**config.mk**
```make
export PLATFORM = sky130hd
export DESIGN_NAME = move_scheduler
export DESIGN_NICKNAME = d
export VERILOG_FILES = /design/src/rtl/move_pkg.sv /design/src/rtl/move_scheduler_tick_prescaler.sv /design/src/rtl/move_scheduler.sv
export SDC_FILE = /design/constraint.sdc
export NUM_CORES = 1
export LEC_CHECK = 0
export ABC_CLOCK_PERIOD_IN_PS = 2100
export CAP_MARGIN = 20
export CORE_MARGIN = 4
export CORE_UTILIZATION = 25
export DETAILED_ROUTE_END_ITERATION = 6
export GPL_TIMING_DRIVEN = 0
export PLACE_DENSITY_LB_ADDON = 0.3
export SYNTH_ARGS = -nofsm -noshare
export SYNTH_HDL_FRONTEND = slang
export SYNTH_HIERARCHICAL = 1
export SYNTH_SLANG_ARGS = --single-unit
```
**constraint.sdc**
```tcl
create_clock -name clk -period 2.1 [get_ports clk]
set_clock_uncertainty 0.05 [all_clocks]
set_input_delay 0.42 -clock clk [delete_from_list [all_inputs] [get_ports clk]]
set_output_delay 0.42 -clock clk [all_outputs]
set_load 0.005 [all_outputs]
```
**src/rtl/move_pkg.sv**
```systemverilog
// move_pkg: shared encodings for the movement path.
// Holds the 2-bit move direction codes, the scheduler state enum, the bit
// positions of the keyboard decoder's held-direction flags, and the
// combinational direction resolver used by move_scheduler.
package move_pkg;

   // Move direction codes presented on move_dir
   localparam logic [1:0] DIR_UP    = 2'd0;
   localparam logic [1:0] DIR_DOWN  = 2'd1;
   localparam logic [1:0] DIR_LEFT  = 2'd2;
   localparam logic [1:0] DIR_RIGHT = 2'd3;

   // Bit positions inside the decoder's 4-bit held-direction vector
   localparam int DIR_BIT_UP    = 3;
   localparam int DIR_BIT_DOWN  = 2;
   localparam int DIR_BIT_LEFT  = 1;
   localparam int DIR_BIT_RIGHT = 0;

   // Scheduler states; explicit codes keep the encoding stable for debug taps
   typedef enum logic [1:0] {
      IDLE  = 2'd0,
      ISSUE = 2'd1,
      HOLD  = 2'd2
   } move_state_t;

   typedef struct packed {
      logic       valid;
      logic [1:0] dir;
   } resolved_t;

   // Opposing keys on one axis cancel that axis; survivors resolve by
   // priority up > down > left > right.
   function automatic resolved_t resolve_dir(input logic [3:0] flags);
      logic      up_eff;
      logic      down_eff;
      logic      left_eff;
      logic      right_eff;
      resolved_t res;
      up_eff    = flags[DIR_BIT_UP]    & ~flags[DIR_BIT_DOWN];
      down_eff  = flags[DIR_BIT_DOWN]  & ~flags[DIR_BIT_UP];
      left_eff  = flags[DIR_BIT_LEFT]  & ~flags[DIR_BIT_RIGHT];
      right_eff = flags[DIR_BIT_RIGHT] & ~flags[DIR_BIT_LEFT];
      res.valid = 1'b1;
      if (up_eff)
         res.dir = DIR_UP;
      else if (down_eff)
         res.dir = DIR_DOWN;
      else if (left_eff)
         res.dir = DIR_LEFT;
      else if (right_eff)
         res.dir = DIR_RIGHT;
      else begin
         res.valid = 1'b0;
         res.dir   = DIR_UP;
      end
      return res;
   endfunction

endpackage

```
**src/rtl/move_scheduler_tick_prescaler.sv**
```systemverilog
// tick_prescaler: free-running 0..TICK_DIV-1 counter producing a one-cycle
// tick on the terminal count. clr restarts the count from 0 so that hold
// timing can be measured from an exact edge.
module tick_prescaler
   import move_pkg::*;
#(
   parameter int TICK_DIV = 100000
) (
   input  logic clk,
   input  logic rst,
   input  logic clr,
   output logic tick
);

   localparam int            CW   = $clog2(TICK_DIV);
   localparam logic [CW-1:0] LAST = CW'(TICK_DIV - 1);

   logic [CW-1:0] count_reg;

   assign tick = (count_reg == LAST);

   // Count up, wrapping on the terminal count; clr has priority
   always_ff @(posedge clk or posedge rst) begin
      if (rst)
         count_reg <= '0;
      else if (clr || tick)
         count_reg <= '0;
      else
         count_reg <= count_reg + CW'(1);
   end

endmodule

```
**src/rtl/move_scheduler.sv**
```systemverilog
// move_scheduler: turns held direction flags into rate-limited move commands
// over a valid/ready handshake and tracks the resulting grid position.
// First press issues immediately, the first repeat follows DELAY_TICKS ticks
// after its accept, later repeats follow REPEAT_TICKS ticks after theirs.
// Build option: define MOVE_WRAP_EN for wrap-around edges; otherwise the
// position saturates at the grid border and blocked reports the clamp.
module move_scheduler
   import move_pkg::*;
#(
   parameter int GRID_W       = 16,
   parameter int GRID_H       = 16,
   parameter int START_X      = 0,
   parameter int START_Y      = 0,
   parameter int TICK_DIV     = 100000,
   parameter int DELAY_TICKS  = 20,
   parameter int REPEAT_TICKS = 5
) (
   input  logic                      clk,
   input  logic                      rst,
   input  logic [3:0]                dir,
   input  logic                      move_ready,
   output logic                      move_valid,
   output logic [1:0]                move_dir,
   output logic [$clog2(GRID_W)-1:0] pos_x,
   output logic [$clog2(GRID_H)-1:0] pos_y,
   output logic                      blocked
);

   localparam int XW       = $clog2(GRID_W);
   localparam int YW       = $clog2(GRID_H);
   localparam int HOLD_MAX = (DELAY_TICKS > REPEAT_TICKS) ? DELAY_TICKS : REPEAT_TICKS;
   localparam int HW       = $clog2(HOLD_MAX + 1);

   localparam logic [XW-1:0] X_MAX   = XW'(GRID_W - 1);
   localparam logic [YW-1:0] Y_MAX   = YW'(GRID_H - 1);
   localparam logic [XW-1:0] X_START = XW'(START_X);
   localparam logic [YW-1:0] Y_START = YW'(START_Y);

   // Value taken when stepping off the low / high border of each axis
`ifdef MOVE_WRAP_EN
   localparam logic [XW-1:0] X_OFF_LO = X_MAX;
   localparam logic [XW-1:0] X_OFF_HI = '0;
   localparam logic [YW-1:0] Y_OFF_LO = Y_MAX;
   localparam logic [YW-1:0] Y_OFF_HI = '0;
`else
   localparam logic [XW-1:0] X_OFF_LO = '0;
   localparam logic [XW-1:0] X_OFF_HI = X_MAX;
   localparam logic [YW-1:0] Y_OFF_LO = '0;
   localparam logic [YW-1:0] Y_OFF_HI = Y_MAX;
`endif

   localparam logic [HW-1:0] DELAY_LAST  = HW'(DELAY_TICKS - 1);
   localparam logic [HW-1:0] REPEAT_LAST = HW'(REPEAT_TICKS - 1);

   move_state_t   state_reg, state_next;
   logic [1:0]    dir_reg, dir_next;
   logic          first_reg, first_next;
   logic [HW-1:0] hold_cnt_reg;
   logic [XW-1:0] pos_x_reg, pos_x_next;
   logic [YW-1:0] pos_y_reg, pos_y_next;
   logic          at_edge;
   logic          accept;
   logic          tick;
   logic          hold_expire;
   logic [HW-1:0] hold_last;
   resolved_t     res;

   assign res    = resolve_dir(dir);
   assign accept = (state_reg == ISSUE) && move_ready;

   // Hold timing is measured from the accept edge, so the prescaler restarts there
   tick_prescaler #(
      .TICK_DIV (TICK_DIV)
   ) u_prescaler (
      .clk  (clk),
      .rst  (rst),
      .clr  (accept),
      .tick (tick)
   );

   // A first press waits the long initial delay, repeats use the short period
   assign hold_last   = first_reg ? DELAY_LAST : REPEAT_LAST;
   assign hold_expire = tick && (hold_cnt_reg == hold_last);

   // Next-state logic: release, direction change, then timeout, in that order
   always_comb begin
      state_next = state_reg;
      dir_next   = dir_reg;
      first_next = first_reg;
      case (state_reg)
         IDLE: begin
            if (res.valid) begin
               dir_next   = res.dir;
               first_next = 1'b1;
               state_next = ISSUE;
            end
         end
         ISSUE: begin
            if (move_ready)
               state_next = HOLD;
         end
         HOLD: begin
            if (!res.valid)
               state_next = IDLE;
            else if (res.dir != dir_reg) begin
               dir_next   = res.dir;
               first_next = 1'b1;
               state_next = ISSUE;
            end else if (hold_expire) begin
               first_next = 1'b0;
               state_next = ISSUE;
            end
         end
         default: state_next = IDLE;
      endcase
   end

   // FSM and latched direction/first-press registers
   always_ff @(posedge clk or posedge rst) begin
      if (rst) begin
         state_reg <= IDLE;
         dir_reg   <= DIR_UP;
         first_reg <= 1'b0;
      end else begin
         state_reg <= state_next;
         dir_reg   <= dir_next;
         first_reg <= first_next;
      end
   end

   // Hold counter: cleared on accept, advanced once per tick while holding
   always_ff @(posedge clk or posedge rst) begin
      if (rst)
         hold_cnt_reg <= '0;
      else if (accept)
         hold_cnt_reg <= '0;
      else if ((state_reg == HOLD) && tick)
         hold_cnt_reg <= hold_cnt_reg + HW'(1);
   end

   // Candidate position for the latched direction, with border handling
   always_comb begin
      pos_x_next = pos_x_reg;
      pos_y_next = pos_y_reg;
      at_edge    = 1'b0;
      case (dir_reg)
         DIR_UP: begin
            at_edge    = (pos_y_reg == '0);
            pos_y_next = at_edge ? Y_OFF_LO : pos_y_reg - YW'(1);
         end
         DIR_DOWN: begin
            at_edge    = (pos_y_reg == Y_MAX);
            pos_y_next = at_edge ? Y_OFF_HI : pos_y_reg + YW'(1);
         end
         DIR_LEFT: begin
            at_edge    = (pos_x_reg == '0);
            pos_x_next = at_edge ? X_OFF_LO : pos_x_reg - XW'(1);
         end
         default: begin
            at_edge    = (pos_x_reg == X_MAX);
            pos_x_next = at_edge ? X_OFF_HI : pos_x_reg + XW'(1);
         end
      endcase
   end

   // Position commits only on the handshake edge
   always_ff @(posedge clk or posedge rst) begin
      if (rst) begin
         pos_x_reg <= X_START;
         pos_y_reg <= Y_START;
      end else if (accept) begin
         pos_x_reg <= pos_x_next;
         pos_y_reg <= pos_y_next;
      end
   end

`ifdef MOVE_WRAP_EN
   assign blocked = 1'b0;
`else
   logic blocked_reg;

   // Remember whether the most recent accepted move was clamped
   always_ff @(posedge clk or posedge rst) begin
      if (rst)
         blocked_reg <= 1'b0;
      else if (accept)
         blocked_reg <= at_edge;
   end

   assign blocked = blocked_reg;
`endif

   assign move_valid = (state_reg == ISSUE);
   assign move_dir   = dir_reg;
   assign pos_x      = pos_x_reg;
   assign pos_y      = pos_y_reg;

endmodule
```
# Yosys cells after proc, flatten, opt, wreduce, memory -nomap -nowiden
# Index checks and enable logic that the tools add are counted.
dict set report op_classes {
  n_addsub 6
  n_eq_ne 15
  mux 34
  bitwise 9
  n_reduce_logical 17
}
# operator count
set op_table {}
lappend op_table {{2-bit 2-to-1 mux} 12}
lappend op_table {{17-bit by 1-bit adder with 17-bit output, second input constant} 1}
lappend op_table {{17-bit equality test, second input constant} 1}
lappend op_table {{17-bit 2-to-1 mux} 1}
lappend op_table {{4-bit 2-to-1 mux} 4}
lappend op_table {{4-bit one-hot mux with 2 select lines} 2}
lappend op_table {{5-bit 2-to-1 mux} 3}
lappend op_table {{4-bit by 1-bit adder with 4-bit output, second input constant} 2}
lappend op_table {{4-bit equality test, second input constant} 2}
lappend op_table {{4-bit logical NOT} 2}
lappend op_table {{1-bit 2-to-1 mux} 8}
lappend op_table {{2-bit != test, second input constant} 4}
lappend op_table {{4-bit AND reduction} 2}
lappend op_table {{4-bit by 1-bit subtractor with 4-bit output, second input constant} 2}
lappend op_table {{2-bit one-hot mux with 3 select lines} 1}
lappend op_table {{2-bit nonzero test} 3}
lappend op_table {{5-bit by 1-bit adder with 5-bit output, second input constant} 1}
lappend op_table {{5-bit equality test} 1}
lappend op_table {{1-bit NOT} 5}
lappend op_table {{1-bit bitwise AND} 4}
lappend op_table {{2-bit by 1-bit equality test with 1-bit output, second input constant} 2}
lappend op_table {{2-bit equality test, second input constant} 2}
lappend op_table {{2-bit logical NOT} 2}
lappend op_table {{4-bit != test, second input constant} 1}
lappend op_table {{other kinds (10)} 13}
dict set report word_totals {
  regBits 36
  input_bits 7
  output_inout_bits 12
  wordCells 89
}

# Logic depth before layout (Yosys ltp)
# Gate-level depths: netlist (run 1).
dict set report depth {
  depth_word 10
  depth_mapped 9
  ltp_nobuf 8
}

# Modules after synthesis
# Netlist (run 1), hierarchy kept.
# module n_inst cells_per_inst area_each_um2
set modules_own_cells {}
lappend modules_own_cells {move_scheduler 1 156 1371.3}
lappend modules_own_cells {tick_prescaler 1 90 877.1}

# Worst setup path before layout (run 1)
# No wires, ideal clock.
dict set report synth_timing {
  path_type {register -> register}
  from {register u_prescaler.count_reg[0]}
  to {register hold_cnt_reg[4]}
  t_arrival_ns 1.805
  t_required_ns 1.929
  setup_slack_ns 0.124
  stages_incl_launch_ff 10
  n_path_buf 1
  synth_period_minus_slack_ns 1.976
  cell_sequence {dfrtp_1 ha_1 nand3_1 or2_2 nor3_1 and3b_1 clkbuf_1 nand4_1 xor2_1 nor2_1}
}
dict set report synth_between {
  elab_chain_len 3
}
# element line_no
set synth_lines {}
lappend synth_lines {{start: declaration} move_scheduler_tick_prescaler.sv:18} ;# logic [CW-1:0] count_reg;
lappend synth_lines {{start signal: assignment} move_scheduler_tick_prescaler.sv:29} ;# count_reg <= count_reg + CW'(1);
lappend synth_lines {{17-bit equality test} move_scheduler_tick_prescaler.sv:20} ;# assign tick = (count_reg == LAST);
lappend synth_lines {{net tick} move_scheduler.sv:63} ;# logic tick;
lappend synth_lines {{1-bit logical AND} move_scheduler.sv:137} ;# else if ((state_reg == HOLD) && tick)
lappend synth_lines {{2-bit nonzero test (no line)} -}
lappend synth_lines {{end signal: assignment} move_scheduler.sv:138} ;# hold_cnt_reg <= hold_cnt_reg + HW'(1);
lappend synth_lines {{end: declaration} move_scheduler.sv:58} ;# logic [HW-1:0] hold_cnt_reg;
# The timed path passes the listed nets, and every way through them passes these cells.
# A chain may end at the register's enable or synchronous reset.

# Worst setup path in the final report (run 1)
dict set report layout_timing {
  from {input dir[1]}
  to {register dir_reg[1] (netlist: move_dir[1])}
}
dict set report layout_between {
  elab_chain_len 9
  elab_cells_between_ends 20
  cone_classes {4 x eq/ne; 12 x mux; 3 x bitwise; 1 x reduce/logical}
}
# element line_no
set layout_lines {}
lappend layout_lines {{start: declaration} move_scheduler.sv:20} ;# input logic [3:0] dir,
lappend layout_lines {{1-bit NOT} move_pkg.sv:42} ;# right_eff = flags[DIR_BIT_RIGHT] & ~flags[DIR_BIT_LEFT];
lappend layout_lines {{1-bit bitwise AND} move_pkg.sv:42}
lappend layout_lines {{2-bit 2-to-1 mux} move_pkg.sv:50} ;# else if (right_eff)
lappend layout_lines {{2-bit 2-to-1 mux} move_pkg.sv:48} ;# else if (left_eff)
lappend layout_lines {{2-bit 2-to-1 mux} move_pkg.sv:46} ;# else if (down_eff)
lappend layout_lines {{2-bit 2-to-1 mux} move_pkg.sv:44} ;# if (up_eff)
lappend layout_lines {{2-bit != test / 2-bit 2-to-1 mux (equally long branches)} move_scheduler.sv:105} ;# else if (res.dir != dir_reg) begin
lappend layout_lines {{2-bit != test (no line) / 2-bit 2-to-1 mux (equally long branches)} -}
lappend layout_lines {{4-bit AND reduction (no line) / 2-bit one-hot mux with 2 select lines (equally long branches)} -}
lappend layout_lines {{end signal: assignment} move_scheduler.sv:126} ;# dir_reg <= dir_next;
lappend layout_lines {{end: declaration} move_scheduler.sv:56} ;# logic [1:0] dir_reg, dir_next;
# Several ways; a longest one is shown, not always the timed one. The select of a mux whose other input is x is not followed.

==> impl_metrics.tcl, run 1 <==
set metrics [dict create \
    status "finished, final reports clean" \
    tns_ns 0 \
    ant_nets 0 \
    cts.htree.levels 2 \
    worstPathArrival_ns 2.16 \
    synth_seq_cells 36 \
    ys_async_sr_fraction_pct 100 \
    worstPathCellList "clkdlybuf4s50_1 -> inv_1 -> ha_2 -> nand3b_1 -> a311o_1 -> nand2_2 -> mux2_4" \
    p_total_w 0.00287 \
    synth-seq-area-share_pct 40.1 \
    synthFlopType "dfrtp_1" \
    final-max-slew-violation-count 0 \
    yosysWarnings 6 \
    port_buffers 18 \
    ctsLongestPathBuffers 2 \
    syn_area_per_cell_um2 9.14 \
    tightest_slew_ns 0.751 \
    synth-edff-count 0 \
    hold_viol_final 0 \
    setup_viol 0 \
    die_w_um 103 \
    syn-instance-count 246 \
    grt_max_degree 20 \
    cts_made_buffers 5 \
    slowest_stage "clkdlybuf4s50_1" \
    drc_errors 0 \
    die-area_um2 10600 \
    whs_ns 0.436 \
    rows 34 \
    cp_max_fo 5 \
    timing.rr.end "hold_cnt_reg[3]" \
    cp-start-kind "primary input" \
    post-route-util_pct 30.8 \
    dr.pass1.iters 4 \
    min_to "blocked" \
    path_class "primary input to flip-flop" \
    cp_num_buf_inv 2 \
    regToRegStartpoint "u_prescaler/count_reg[6]" \
    cts_tree "yes" \
    dp_hpwl_um 3350 \
    post_drt_wl_per_cell_um 12.2 \
    cap_violations 0 \
    drt-initial-drc-count 34 \
    mostFrequentLayoutCell "dfrtp_1" \
    cp.required_ns 2.22 \
    r2r_slack_ns 0.17 \
    grt_pass1_wl_um 8350 \
    hp-start "blocked" \
    nets 286 \
    cts_num_sinks 36 \
    design_area_um2 2690 \
    syn_nets 261 \
    max_stage_delay_ns 0.45 \
    grt_use_total_pct 9.83 \
    grt.overflow.total 0 \
    hold_path.class "flip-flop to flip-flop" \
    die_h_um 103 \
    first_global_vias 1826 \
    fillers 925 \
    maxClockFrequency_mhz 492 \
    leakagePower_nw 1.09 \
    fin_crit_sh_pct 96.8 \
    area_growth_pct 19.6 \
    rsz0062_at_grt "no" \
    largest_reg_flops 17 \
    vias_per_cell 4.78 \
    hold_buffers 0 \
    clk_pin_slew_ns 0.07 \
    gp_congestion 0.765 \
    synth_cell_types 51 \
    powerDensity_nw_per_um2 1070 \
    worstSkewPairLatency_ns 0.28 \
    drive_above_1_share_pct 11.4 \
    slew_headroom_pct 49.9 \
    end_kind "flip-flop" \
    num_vias 1811 \
    dpl_cell_area_um2 2560 \
    synth_area_um2 2250 \
    drt_wl_total_um 4630 \
    core_area_um2 8720 \
    rr_worst_depth 7 \
    antenna_found_initial 0 \
    path_delay_family "buffers and inverters" \
    ios 19 \
    antenna_cells 0 \
    ir_drop_v 0.000318 \
    hold_depth 2 \
    start_util_pct 25.8 \
    finalCriticalPeriod_ns 2.03 \
    root_buffer "clkbuf_8" \
    layout_common_cells "dfrtp_1, nor2_1, clkdlybuf4s50_1" \
]
synth_stat cells (3+ instances only):
library cell	count	area, um^2
ha_1	8	100
nand4_1	8	50.1
nor2b_1	5	31.3
or3_1	3	18.8
inv_1	12	45.0
xnor2_1	13	114
a22o_1	3	26.3
xor2_1	6	52.6
mux2i_1	4	40.0
nor3_1	6	30.0
nand3b_1	3	22.5
nand2_1	17	63.8
nand3_1	11	55.1
nor2_1	25	93.8
o211ai_1	3	22.5
o21ai_0	15	75.1
a21oi_1	12	60.1
clkbuf_1	5	18.8
dfrtp_1	36	901
nand2b_1	9	56.3
area by class of cell:
type / count / area, um^2 / area share [%]
multi-input cells: 188 / 1290 / 48.2
flip-flops and latches: 36 / 902 / 33.6
repair buffers: 19 / 188 / 6.98
well taps: 108 / 135 / 5.03
clock buffers: 6 / 72.6 / 2.70
inverters: 13 / 48.8 / 1.81
plain buffers: 8 / 42.5 / 1.58
clock inverters: 1 / 5.00 / 0.186
repair_timing:
action                                  CTS  global route
endpoints found under the setup margin    4            18
resized for setup                         2             9
pin swaps                                 1             2
buffers inserted                          0             1
layer usage:
metal  part of all wire, %  wire [um]  global-route usage (%)
met1                    49       2260                    12.7
met2                    45       2100                    15.8
met3                   4.7        218                    2.57
met4                   1.1         51                    3.78
met5                     0          0                       0
how the worst max path moves through the flow:
stage,start,endpoint,slack [ns],depth (start not counted)
after floorplan,u_prescaler/count_reg[0],hold_cnt_reg[4],0.12,9
after global placement,dir[1],move_dir[1],-0.22,7
after detailed placement,dir[1],move_dir[1],-0.23,7
after CTS,u_prescaler/count_reg[0],hold_cnt_reg[3],0.06,8
after global routing,dir[1],move_dir[0],0.001,7
final,dir[1],move_dir[1],0.07,7
power by group:
group | internal, W | switching [W] | total, W
registers | 0.000848 | 0.000201 | 0.00105
logic | 0.000686 | 0.000673 | 0.00136
clock network | 0.000226 | 0.000240 | 0.000466
total | 0.00176 | 0.00111 | 0.00287
kinds of logic (layout without fill, tap and decap cells):
family                   after synthesis  count (layout)  share of synthesized area (%)
AND/OR/NAND/NOR                      108             108                           26.3
AO/OA/AOI/OAI                         46              46                           14.0
flip-flops                            36              36                           40.1
buffers and inverters                 22              47                           4.12
XOR/XNOR                              19              19                           7.40
adder cells (fa/ha/maj)                8               8                           4.45
multiplexers                           7               7                           3.73
worst register-to-register path, delay by kind of cell (launching register included):
family | cells | cell delay, ns
simple gates | 6 | 1.16
flops | 1 | 0.45
xor+xnor | 1 | 0.16
per-stage QoR:
stage / instances / worst slack, ns
6_report: 379 / 0.0664
5_1_grt: 379 / 0.00107
4_1_cts: 378 / 0.0618
3_5_place_dp: 372 / -0.229
3_3_place_gp: 372 / -0.220
2_1_floorplan: 246 / 0.124
(Power assumes the default switching activity.)
==> run 2: changes to the inputs <==
==> constraint.sdc (replaced) <==
create_clock -name clk -period 2.1 [get_ports clk]
set_clock_uncertainty 0.05 [all_clocks]
set_input_delay 0.525 -clock clk [delete_from_list [all_inputs] [get_ports clk]]
set_output_delay 0.525 -clock clk [all_outputs]
set_load 0.005 [all_outputs]
==> impl_metrics.tcl, run 2 (synthesis gave the netlist of run 1 again) <==
set metrics [dict create \
    hold_path.class "flip-flop to flip-flop" \
    rr_worst_depth 7 \
    layout_common_cells "dfrtp_1, nor2_1, clkdlybuf4s50_1" \
    worstSkewPairLatency_ns 0.29 \
    clk_pin_slew_ns 0.07 \
    cts_num_sinks 36 \
    rows 34 \
    post_drt_wl_per_cell_um 12.4 \
    grt_use_total_pct 9.87 \
    cap_violations 0 \
    fin_crit_sh_pct 97.6 \
    gp_congestion 0.765 \
    ir_drop_v 0.000318 \
    p_seq_share_pct 36.0 \
    port_buffers 18 \
    setup_viol 0 \
    start_util_pct 25.8 \
    cp.required_ns 2.28 \
    hp-start "blocked" \
    worstPathArrival_ns 2.23 \
    p_comb_share_pct 47.8 \
    whs_ns 0.436 \
    antenna_cells 0 \
    grt_pass1_wl_um 8370 \
    die-area_um2 10600 \
    core_area_um2 8720 \
    mostFrequentLayoutCell "dfrtp_1" \
    clockPowerShare_pct 16.1 \
    final-max-slew-violation-count 0 \
    cp-start-kind "primary input" \
    r2r_slack_ns 0.17 \
    root_buffer "clkbuf_8" \
    startpoint "dir[1]" \
    timing.rr.end "hold_cnt_reg[3]" \
    ctsLongestPathBuffers 2 \
    area_growth_pct 21.1 \
    antenna_found_initial 0 \
    path_class "primary input to flip-flop" \
    status "finished, final reports clean" \
    first_global_vias 1832 \
    p_switching_w 0.00113 \
    regToRegStartpoint "u_prescaler/count_reg[6]" \
    drt_wl_total_um 4700 \
    drt-initial-drc-count 26 \
    largest_reg_flops 17 \
    drc_errors 0 \
    intPower_w 0.00178 \
    finalCriticalPeriod_ns 2.05 \
    tightest_slew_ns 0.752 \
    ios 19 \
    cts_made_buffers 5 \
    drive_above_1_share_pct 13.2 \
    swShare_pct 38.8 \
    min_to "blocked" \
    end_kind "flip-flop" \
    tns_ns 0 \
    maxClockFrequency_mhz 488 \
    hold_buffers 0 \
    grt.overflow.total 0 \
    rsz0062_at_grt "yes" \
    dr.pass1.iters 4 \
    nets 287 \
    hold_viol_final 0 \
    grt_max_degree 20 \
    cts_tree "yes" \
    dp_hpwl_um 3350 \
    slew_headroom_pct 49.8 \
    num_vias 1817 \
    die_h_um 103 \
    cts.htree.levels 2 \
    vias_per_cell 4.78 \
    die_w_um 103 \
    hold_depth 2 \
    cp_max_fo 5 \
    powerDensity_nw_per_um2 1070 \
    ant_nets 0 \
    leakagePower_nw 1.10 \
]
==> run 2: cell count changes in the layout (fill, tap and decap cells not counted), sizes merged <==
cell	delta
buf	+1
==> run 2: cell type report <==
type,count,area (um^2)
inverter,13,48.8
tap,108,135
multi-input combinational,188,1320
sequential,36,902
fill,921,6000
timing repair buffer,20,195
clock buffer,6,72.6
clock inverter,1,5.00
buffer,8,42.5
==> run 2: worst max-delay path: stages <==
cell and delay (ns):
clkdlybuf4s50_1 0.45, inv_1 0.06, ha_4 0.29, a311oi_2 0.10, a311o_1 0.35, a221oi_2 0.30
or2_1 0.14
==> run 2: repair_timing <==
| item | in CTS | in global routing |
|---|---|---|
| pin swaps | 0 | 6 |
| endpoints found under the hold margin | 0 | 0 |
| setup buffers | 0 | 2 |
| resized for setup | 3 | 12 |
| setup endpoints to repair | 9 | 20 |
==> run 2: through the flow <==
step	instance area (um^2)	worst slack, ns	cells	total power [W]	util, %
5_1_grt	2720	-0.0307	380	0.00317	31.2
3_3_place_gp	2560	-0.325	372	0.00238	29.4
6_report	2720	0.0513	380	0.00291	31.2
4_1_cts	2650	-0.00412	378	0.00288	30.4
2_1_floorplan	2250	0.124	246	0.00193	-
3_5_place_dp	2560	-0.334	372	0.00239	29.4
==> run 2: power by group through the flow <==
stage	Clock (W)	Sequential [W]	Combinational, W
after floorplan	0	0.00101	0.000918
after global placement	0	0.00105	0.00133
after detailed placement	0	0.00105	0.00134
after CTS	0.000491	0.00103	0.00136
after global routing	0.000523	0.00108	0.00157
final	0.000468	0.00105	0.00139
==> run 2: worst max-delay path by stage <==
stage | slack, ns | to | cells past startpoint
2_1_floorplan | 0.12 | hold_cnt_reg[4] | 9
3_3_place_gp | -0.33 | move_dir[1] | 7
3_5_place_dp | -0.33 | move_dir[1] | 7
4_1_cts | -0.004 | hold_cnt_reg[3] | 8
5_1_grt | -0.03 | state_reg[1] | 6
6_report | 0.05 | state_reg[1] | 7
==> run 2: per-layer routing <==
layer	global-route usage [%]	part of all wire, %
met5	0	0
met1	12.7	49
met3	2.57	4.6
met4	3.78	1.1
met2	15.9	45
==> run 3: changes to the inputs <==
==> constraint.sdc (replaced) <==
create_clock -name clk -period 2.1 [get_ports clk]
set_clock_uncertainty 0.05 [all_clocks]
set_input_delay 0.525 -clock clk [delete_from_list [all_inputs] [get_ports clk]]
set_output_delay 0.525 -clock clk [all_outputs]
set_load 0.02 [all_outputs]
==> impl_metrics.tcl, run 3 (synthesis gave the netlist of run 1 again) <==
set metrics [dict create \
    p_seq_share_pct 35.0 \
    ctsLongestPathBuffers 2 \
    root_buffer "clkbuf_8" \
    die_w_um 103 \
    post-route-util_pct 31.1 \
    drt-initial-drc-count 26 \
    mostFrequentLayoutCell "dfrtp_1" \
    largest_reg_flops 17 \
    worstSkewPairLatency_ns 0.29 \
    final-max-slew-violation-count 0 \
    p_switching_w 0.00124 \
    gp_congestion 0.765 \
    vias_per_cell 4.78 \
    die_h_um 103 \
    die-area_um2 10600 \
    dp_hpwl_um 3350 \
    grt_pass1_wl_um 8340 \
    p_comb_share_pct 49.4 \
    num_vias 1812 \
    grt.overflow.total 0 \
    hold_viol_final 0 \
    maxClockFrequency_mhz 494 \
    grt_max_degree 20 \
    antenna_cells 0 \
    port_buffers 18 \
    clk_pin_slew_ns 0.07 \
    fin_crit_sh_pct 96.4 \
    slew_headroom_pct 49.4 \
    core_area_um2 8720 \
    dr.pass1.iters 4 \
    cp.required_ns 1.52 \
    cts_tree "yes" \
    area_growth_pct 20.7 \
    fillers 923 \
    drc_errors 0 \
    powerDensity_nw_per_um2 1110 \
    post_drt_wl_per_cell_um 12.3 \
    fin_ws_ns 0.0747 \
    path_class "flip-flop to primary output" \
    cts_num_sinks 36 \
    dpl_worst_slack_ns -0.334 \
    start_util_pct 25.8 \
    path_delay_family "buffers and inverters" \
    ant_nets 0 \
    cap_violations 0 \
    ios 19 \
    first_global_vias 1823 \
    regToRegStartpoint "u_prescaler/count_reg[6]" \
    tightest_slew_ns 0.758 \
    cts_made_buffers 5 \
    drive_above_1_share_pct 12.5 \
    cts.htree.levels 2 \
    slowest_stage "clkdlybuf4s50_1" \
    intPower_w 0.00176 \
    worstSetupEndpoint "move_dir[0]" \
    cp_max_fo 7 \
    max_stage_delay_ns 0.66 \
    rows 34 \
    crit_cells 1 \
    rr_worst_depth 7 \
    r2r_slack_ns 0.17 \
    setup_viol 0 \
    status "finished, final reports clean" \
    drt_wl_total_um 4660 \
    hold_depth 2 \
    leakagePower_nw 1.11 \
    finalCriticalPeriod_ns 2.03 \
    swShare_pct 41.4 \
    end_kind "primary output" \
    nets 286 \
    cp-start-kind "flip-flop" \
    timing.rr.end "hold_cnt_reg[3]" \
    grt_use_total_pct 9.83 \
    p_total_w 0.00300 \
    layout_common_cells "dfrtp_1, nor2_1, nand2_1" \
    ir_drop_v 0.000320 \
    cp_num_buf_inv 1 \
    startpoint "move_dir[0]" \
    worstPathCellList "clkdlybuf4s50_1" \
    hold_path.class "flip-flop to flip-flop" \
    worstPathArrival_ns 1.45 \
    antenna_found_initial 0 \
    clockPowerShare_pct 15.6 \
]
run 3: power groups by stage:
stage	sequential, W	combinational, W	clock (W)
2_1_floorplan	0.00112	0.000931	0
3_3_place_gp	0.00105	0.00146	0
3_5_place_dp	0.00105	0.00147	0
4_1_cts	0.00103	0.00147	0.000491
5_1_grt	0.00108	0.00166	0.000523
6_report	0.00105	0.00148	0.000468
run 3: how the worst min path moves through the flow:
stage | startpoint | to | slack, ns
after detailed placement | u_prescaler/count_reg[0] | u_prescaler/count_reg[0] | 0.42
final | blocked | blocked | 0.44
after CTS | u_prescaler/count_reg[0] | u_prescaler/count_reg[0] | 0.43
after floorplan | rst | u_prescaler/count_reg[0] | 0.40
after global routing | blocked | blocked | 0.46
after global placement | blocked | blocked | 0.42
run 3: final cells by class:
cell class                 instances  area [um^2]  area share, %
clock buffer                       6         72.6           2.67
timing repair buffer              19          189           6.96
sequential                        36          902           33.2
buffer                             8         42.5           1.57
clock inverter                     1         5.00          0.184
tap                              108          135           4.98
inverter                          13         48.8           1.80
multi-input combinational        188         1320           48.6
run 3: metal layers:
layer / up-vias / part of all wire (%) / track usage (%) / wire length [um]
li1: 920 / - / - / -
met1: 859 / 49 / 12.7 / 2290
met2: 25 / 45 / 15.8 / 2080
met3: 8 / 4.7 / 2.57 / 217
met4: 0 / 1.6 / 3.78 / 73
met5: - / 0 / 0 / 0
run 3: timing repair:
action	in CTS	in global routing
resized for setup	3	13
hold buffers	0	0
endpoints found under the setup margin	9	19
cloned	0	0
pin swaps	0	5
buffers inserted	0	1
run 3: through the flow:
stage                     instance area, um^2  TNS [ns]  std cells  hold WS [ns]
final                                    2710         0        379         0.439
after global routing                     2710  -0.00747        379         0.463
after CTS                                2650  -0.00412        378         0.431
after detailed placement                 2560     -1.97        372         0.421
after global placement                   2560     -1.95        372         0.419
after floorplan                          2250         0        246         0.398
